===== src/rtl/joypad_poller.sv =====
// NES pad poller: periodically shifts the 8 buttons out of the physical pad, then replays the
// captured word to the NES core through an emulated 4021 shift register clocked by the core.
module joypad_poller #(
    parameter int DIV         = 64,
    parameter int POLL_PERIOD = 357954
) (
    input  logic       clock,
    input  logic       reset,
    input  logic       pad_data,
    output logic       pad_latch,
    output logic       pad_clk,
    output logic [7:0] buttons,
    output logic       valid,
    input  logic       nes_strobe,
    input  logic       nes_clock,
    output logic       nes_data
);

    localparam int PW = $clog2(POLL_PERIOD);
    localparam int CW = $clog2(2 * DIV);
    localparam logic [PW-1:0] PERIOD_LAST = PW'(POLL_PERIOD - 1);
    localparam logic [CW-1:0] LATCH_LOAD  = CW'(2 * DIV - 1);
    localparam logic [CW-1:0] CLK_LOAD    = CW'(DIV - 1);

    typedef enum logic [2:0] {
        IDLE,
        LATCH,
        CLK_HI,
        CLK_LO,
        DONE
    } state_t;

    state_t        state;
    logic          pd_meta;
    logic          pd_s;
    logic [PW-1:0] period_cnt;
    logic [CW-1:0] cyc_cnt;
    logic [2:0]    bit_idx;
    logic [7:0]    captured;
    logic          poll_start;
    logic          nclk_q;
    logic [7:0]    sreg;

    // Pad data is asynchronous and only ever sampled well after a pad edge, so no reset is needed.
    always_ff @(posedge clock) begin
        pd_meta <= pad_data;
        pd_s    <= pd_meta;
    end

    always_ff @(posedge clock) begin
        if (reset) begin
            period_cnt <= '0;
        end else if (period_cnt == PERIOD_LAST) begin
            period_cnt <= '0;
        end else begin
            period_cnt <= period_cnt + 1'b1;
        end
    end

    assign poll_start = (period_cnt == '0);

    always_ff @(posedge clock) begin
        if (reset) begin
            state     <= IDLE;
            pad_latch <= 1'b0;
            pad_clk   <= 1'b0;
            buttons   <= '0;
            valid     <= 1'b0;
            cyc_cnt   <= '0;
            bit_idx   <= '0;
            captured  <= '0;
        end else begin
            valid <= 1'b0;
            case (state)
                IDLE: begin
                    if (poll_start) begin
                        state     <= LATCH;
                        pad_latch <= 1'b1;
                        cyc_cnt   <= LATCH_LOAD;
                        bit_idx   <= '0;
                        captured  <= '0;
                    end
                end
                LATCH: begin
                    if (cyc_cnt == '0) begin
                        captured[0] <= pd_s;
                        bit_idx     <= 3'd1;
                        pad_latch   <= 1'b0;
                        pad_clk     <= 1'b1;
                        cyc_cnt     <= CLK_LOAD;
                        state       <= CLK_HI;
                    end else begin
                        cyc_cnt <= cyc_cnt - 1'b1;
                    end
                end
                CLK_HI: begin
                    if (cyc_cnt == '0) begin
                        pad_clk <= 1'b0;
                        cyc_cnt <= CLK_LOAD;
                        state   <= CLK_LO;
                    end else begin
                        cyc_cnt <= cyc_cnt - 1'b1;
                    end
                end
                CLK_LO: begin
                    if (cyc_cnt == '0) begin
                        captured[bit_idx] <= pd_s;
                        if (bit_idx == 3'd7) begin
                            // Last bit merged directly so buttons and valid appear together in DONE.
                            buttons <= ~{pd_s, captured[6:0]};
                            valid   <= 1'b1;
                            state   <= DONE;
                        end else begin
                            bit_idx <= bit_idx + 3'd1;
                            pad_clk <= 1'b1;
                            cyc_cnt <= CLK_LOAD;
                            state   <= CLK_HI;
                        end
                    end else begin
                        cyc_cnt <= cyc_cnt - 1'b1;
                    end
                end
                DONE: begin
                    state <= IDLE;
                end
                default: begin
                    state <= IDLE;
                end
            endcase
        end
    end

    // Core-side 4021: strobe loads transparently and wins over a coincident falling clock edge.
    always_ff @(posedge clock) begin
        if (reset) begin
            nclk_q <= 1'b0;
            sreg   <= '0;
        end else begin
            nclk_q <= nes_clock;
            if (nes_strobe) begin
                sreg <= buttons;
            end else if (nclk_q && !nes_clock) begin
                sreg <= {1'b1, sreg[7:1]};
            end
        end
    end

    assign nes_data = sreg[0];

endmodule


===== config.mk =====
export PLATFORM = sky130hd
export DESIGN_NAME = joypad_poller
export DESIGN_NICKNAME = d
export VERILOG_FILES = /design/src/rtl/joypad_poller.sv
export SDC_FILE = /design/constraint.sdc
export NUM_CORES = 1
export LEC_CHECK = 0
export CAP_MARGIN = 40
export CORE_MARGIN = 2
export CORE_UTILIZATION = 45
export CTS_BUF_LIST = sky130_fd_sc_hd__clkbuf_2 sky130_fd_sc_hd__clkbuf_4 sky130_fd_sc_hd__clkbuf_8
export CTS_CLUSTER_SIZE = 28
export DETAILED_ROUTE_END_ITERATION = 8
export HOLD_SLACK_MARGIN = 0.15
export RECOVER_POWER = 25
export SLEW_MARGIN = 10
export SYNTH_ARGS = -nofsm -noshare
export SYNTH_HDL_FRONTEND = slang
export SYNTH_SLANG_ARGS = --single-unit

===== constraint.sdc =====
create_clock -name clock -period 2.2 [get_ports clock]
set_input_delay 0.44 -clock clock [delete_from_list [all_inputs] [get_ports clock]]
set_output_delay 0.44 -clock clock [all_outputs]
set_load 0.1 [all_outputs]

Word level (Yosys, flattened, before mapping)
Index checks and enable logic that the tools add are counted.
{ "op_classes": {"addsub": 3, "magnitude_cmp": 2, "n_eq_ne": 11, "mux": 34, "bitwise_logic": 3, "reduce_logical": 23} }
{ "ops": {"columns": ["operator", "n"], "rows": [
  ["$mux 8", 4],
  ["$mux 7", 4],
  ["$mux 3", 9],
  ["$pmux 7 s3", 1],
  ["$add 19x1->19 const B", 1],
  ["$eq 19x19->1 const B", 1],
  ["$logic_not 19->1", 1],
  ["$pmux 7 s2", 1],
  ["$pmux 3 s4", 1],
  ["$reduce_and 3->1", 4],
  ["$ne 2x2->1 const B", 5],
  ["$reduce_and 5->1", 2],
  ["$pmux 3 s3", 1],
  ["$reduce_bool 3->1", 3],
  ["$bwmux 8", 1],
  ["$mux 1", 8],
  ["$not 8->8", 1],
  ["$reduce_and 4->1", 2],
  ["$logic_not 7->1", 1],
  ["$sub 7x1->7 const B", 1],
  ["$eq 3x2->1 const B", 2],
  ["$pmux 1 s3", 2],
  ["$reduce_bool 2->1", 3],
  ["$lt 3x4->1 const B", 1],
  ["other kinds (13)", 16]
]} }
{ "word_totals": {"regBits": 62, "input_bits": 5, "output_inout_bits": 12} }

Longest topological paths before layout
{ "logic_depth": {"depth_word": 7, "depth_mapped": 8} }

Worst setup path before layout
OpenSTA, ideal clock, no wires.
{ "synth_path": {"path_type": "reg2reg", "start": "reg cyc_cnt[0]", "end": "reg cyc_cnt[3]", "arrival_time_ns": 1.600, "required_ns": 2.064, "path_slack_ns": 0.464, "stages_incl_launch_ff": 9, "n_path_buf": 1, "period_less_slack_ns": 1.736, "path_cell_list": "dfxtp_1 inv_1 ha_1 nor2b_1 and2_1 buf_2 or3_1 a31oi_1 a311oi_1"} }
{ "synth_via": {"elab_chain_len": 3} }
{ "synth_lines": {"columns": ["element", "line_no", "source"], "rows": [
  ["start, declared", "37", "logic [CW-1:0] cyc_cnt;"],
  ["start signal, assigned", "93", "cyc_cnt <= cyc_cnt - 1'b1;"],
  ["start signal, assigned", "102", "cyc_cnt <= cyc_cnt - 1'b1;"],
  ["start signal, assigned", "120", "cyc_cnt <= cyc_cnt - 1'b1;"],
  ["$sub 7x1->7 / $logic_not 7->1 (equally long branches)", null, null],
  ["$mux 7 (tied with other cells)", "106", "if (cyc_cnt == '0) begin"],
  ["$pmux 7 s3 / $reduce_and 3->1 (equally long branches)", null, null]
]} }
Parallel ways exist; a longest one is shown, timed or not.
A chain may end at the register's enable or synchronous reset.

Final worst setup path
{ "layout_path": {"start": "reg cyc_cnt[0]", "end": "reg captured[3]"} }
{ "layout_via": {"elab_chain_len": 3} }
{ "layout_lines": {"columns": ["element", "line_no", "source"], "rows": [
  ["$logic_not 7->1", "106", null],
  ["$ne 2x2->1 (no line)", null, null],
  ["$reduce_and 3->1 (no line)", null, null],
  ["end signal, assigned by index", "107", "captured[bit_idx] <= pd_s;"],
  ["end, declared", "39", "logic [7:0] captured;"]
]} }
No other way between the ends.

==> results_dict.tcl <==
set metrics [dict create \
    grt_usage_pct 18.7 \
    syn_nets 330 \
    p_comb_share_pct 13.7 \
    wl_per_cell_um 13.3 \
    cts.clk_slew.worst_paths_ns 0.07 \
    rsz0062_at_grt "false" \
    clkPwrFrac_pct 42.8 \
    hold_start "pd_meta" \
    tns_ns 0 \
    core_area_um2 5960 \
    met3_usage_pct 4.02 \
    area_delta_synth_final_pct 16.1 \
    mostFrequentLayoutCell "dfxtp_1" \
    insertion_delay_ns 0.34 \
    ir_worst_vdd_mv 0.425 \
    antenna_found_initial 0 \
    leakagePower_uw 0.00128 \
    start_util_pct 46.7 \
    busiest_layer "met2" \
    io_buffers 16 \
    rows 28 \
    pwr_density_cell_nw_per_um2 872 \
    muxShareOfSynthArea_pct 4.67 \
    worstPathMaxFanout 9 \
    netlist_area_um2 2780 \
    crit_path_end_kind "flip-flop" \
    internal-power_uw 2070 \
    cts_setup_buffers 0 \
    cpMaxStageDelayCell "a211oi_1" \
    dieWidth_um 82.7 \
    h-tree-depth 3 \
    ys_seq_area_share_pct 43.9 \
    nets 351 \
    max_freq_ghz 0.508 \
    crit_chain "inv_1, ha_1, nor2b_1, and2_1, a211oi_1, o2bb2ai_1" \
    antennaDiodeCount 0 \
    synth-compound-area-share_pct 15.6 \
    holdPathEnd "pd_s" \
    synth_cell_types 46 \
    cts_buffers 9 \
    worst_r2r_endpoint "captured[3]" \
    hp-class "reg -> reg" \
    dieHeight_um 82.7 \
    grt_pass1_vias 2116 \
    synth-simple-area-share_pct 23.7 \
    hold_viol_final 0 \
    cts_root_buffer "clkbuf_8" \
    worstPathArrival_ns 2.24 \
    cp.required_ns 2.47 \
    synth.ff_latch_count 61 \
    yosys.area_share.adder_pct 3.15 \
    holdPathStages 0 \
    ctsHoldBuffers 0 \
    yosys_warnings 0 \
    ctsResizeCount 0 \
    slew_violations 0 \
    dpl.hpwl_um 3890 \
    post-route-min-period_ns 1.97 \
    grt_util_met1_pct 24.7 \
    r2r_cells 6 \
    cts_sinks 61 \
    antenna_left 0 \
    synth_edf_count 0 \
    p_sw_share_pct 26.4 \
    grt_overflow_total 0 \
    drt_iter0_markers 94 \
    p_switching_uw 745 \
    die_area_um2 6830 \
    synth_top_family_by_area "simple AND/OR/NAND/NOR gates" \
    cp_slowest_stage_delay_ns 0.64 \
    slew_headroom_pct 51.2 \
    fin_skew_ns 0.00527 \
    status "completed" \
    via_per_inst 5.31 \
    r2r_slack_ns 0.23 \
    postSynthCellCount 318 \
    path_class "reg -> reg" \
    vias 2223 \
    min_period_over_period_pct 89.5 \
    worstReg2RegStart "cyc_cnt[0]" \
    met2_usage_pct 28.3 \
    drt-total-wl_um 5580 \
    final_cell_mix "dfxtp_1 (61), nor2_1 (57), a21oi_1 (23)" \
    dr.pass1.iters 4 \
    cp-start-kind "flip-flop" \
    grt_max_degree 35 \
    p_total_uw 2820 \
    grt_pass1_wl_um 9630 \
    synth-async-reset-ratio_pct 0 \
    io_pins 17 \
    drc 0 \
    gp_congestion 0.799 \
    synth_ff_type "dfxtp_1" \
    syn_avg_cell_area_um2 8.75 \
    seqPwrFrac_pct 43.5 \
    cts_tree "done" \
    setup_viol 0 \
    fillCellCount 591 \
    final_layout_size_suffix_gt1_share_pct 12.8 \
    worst_slew_pin_slew_ns 0.728 \
    clk_path_buf_depth 2 \
    synthXorXnorAreaFrac_pct 5.03 \
    maxCapViolCount 0 \
]
how the worst max path moves through the flow:
stage	from	endpoint	slack, ns	cells after the start
finish	cyc_cnt[0]	captured[3]	0.23	6
global route	cyc_cnt[0]	captured[2]	0.08	6
CTS	cyc_cnt[0]	captured[3]	0.23	6
detailed placement	cyc_cnt[0]	captured[5]	0.22	6
global placement	cyc_cnt[0]	captured[2]	0.27	6
floorplan	cyc_cnt[0]	cyc_cnt[3]	0.46	8
logic make-up after synthesis:
| group | count (synthesis) |
|---|---|
| simple gates | 130 |
| compound gates | 65 |
| flops | 61 |
| buf+inv | 26 |
| xor+xnor | 16 |
| mux | 13 |
| fa+ha+maj | 7 |
sequential cells by signal (all words and copies together) (netlist names), 3 cells and up:
register    flops
captured        7
sreg            8
cyc_cnt         7
buttons         8
state           3
bit_idx         3
period_cnt     19
cells in the mapped netlist (2+ instances only):
master	count	share of area (%)
a211oi_1	9	2.4
o21bai_1	2	0.54
buf_1	3	0.40
ha_1	7	3.1
clkbuf_1	9	1.2
nor2_1	57	7.7
o21ai_0	10	1.8
a31oi_1	3	0.67
xnor2_1	10	3.1
dfxtp_1	61	44
and3_1	4	0.90
or3_1	6	1.3
buf_2	3	0.54
inv_1	10	1.3
nand3_1	13	2.3
o2bb2ai_1	6	1.9
nor4_1	2	0.45
a311oi_1	3	0.94
xor2_1	6	1.9
nand2_1	15	2.0
a21oi_1	23	4.1
nand3b_1	4	1.1
nor3_1	9	1.6
mux2i_1	13	4.7
nand4_1	5	1.1
nor3b_1	4	1.1
nor4_4	2	1.5
power groups by stage:
stage	Sequential (uW)	Combinational, uW	Clock (uW)
detailed placement	1250	393	0
global route	1240	436	1280
finish	1230	387	1210
CTS	1220	395	1240
floorplan	1260	268	0
global placement	1250	390	0
per-layer routing:
metal  part of all wire, %  vias up
met1                    52     1004
met4                   1.9        0
met5                     0        -
met3                   3.3       11
li1                      -     1175
met2                    43       33
worst max-delay path, delay by kind of cell (launching register included):
family                   cells  cell delay [ns]
AO/OA/AOI/OAI                2             0.82
adder cells (fa/ha/maj)      1             0.20
buffers and inverters        1             0.09
flip-flops                   1             0.37
AND/OR/NAND/NOR              2             0.42
metrics by stage:
stage	util, %	instance area (um^2)	hold slack (ns)	setup WS, ns	std cells
after detailed placement	50.6	3010	0.316	0.220	403
after global placement	50.6	3010	0.310	0.275	403
final	54.3	3230	0.331	0.231	419
after global routing	54.3	3230	0.341	0.0815	419
after floorplan	-	2780	0.310	0.464	318
after CTS	54.6	3250	0.333	0.233	419
area by class of cell:
type	count	area (um^2)	area share (%)
Clock buffer	10	131	4.07
Multi-Input combinational cell	231	1450	45.0
Clock inverter	6	111	3.45
Tap cell	75	93.8	2.90
Timing Repair Buffer	26	183	5.65
Sequential cell	61	1220	37.8
Inverter	10	37.5	1.16
No activity file was read; power rests on OpenSTA's default activity.
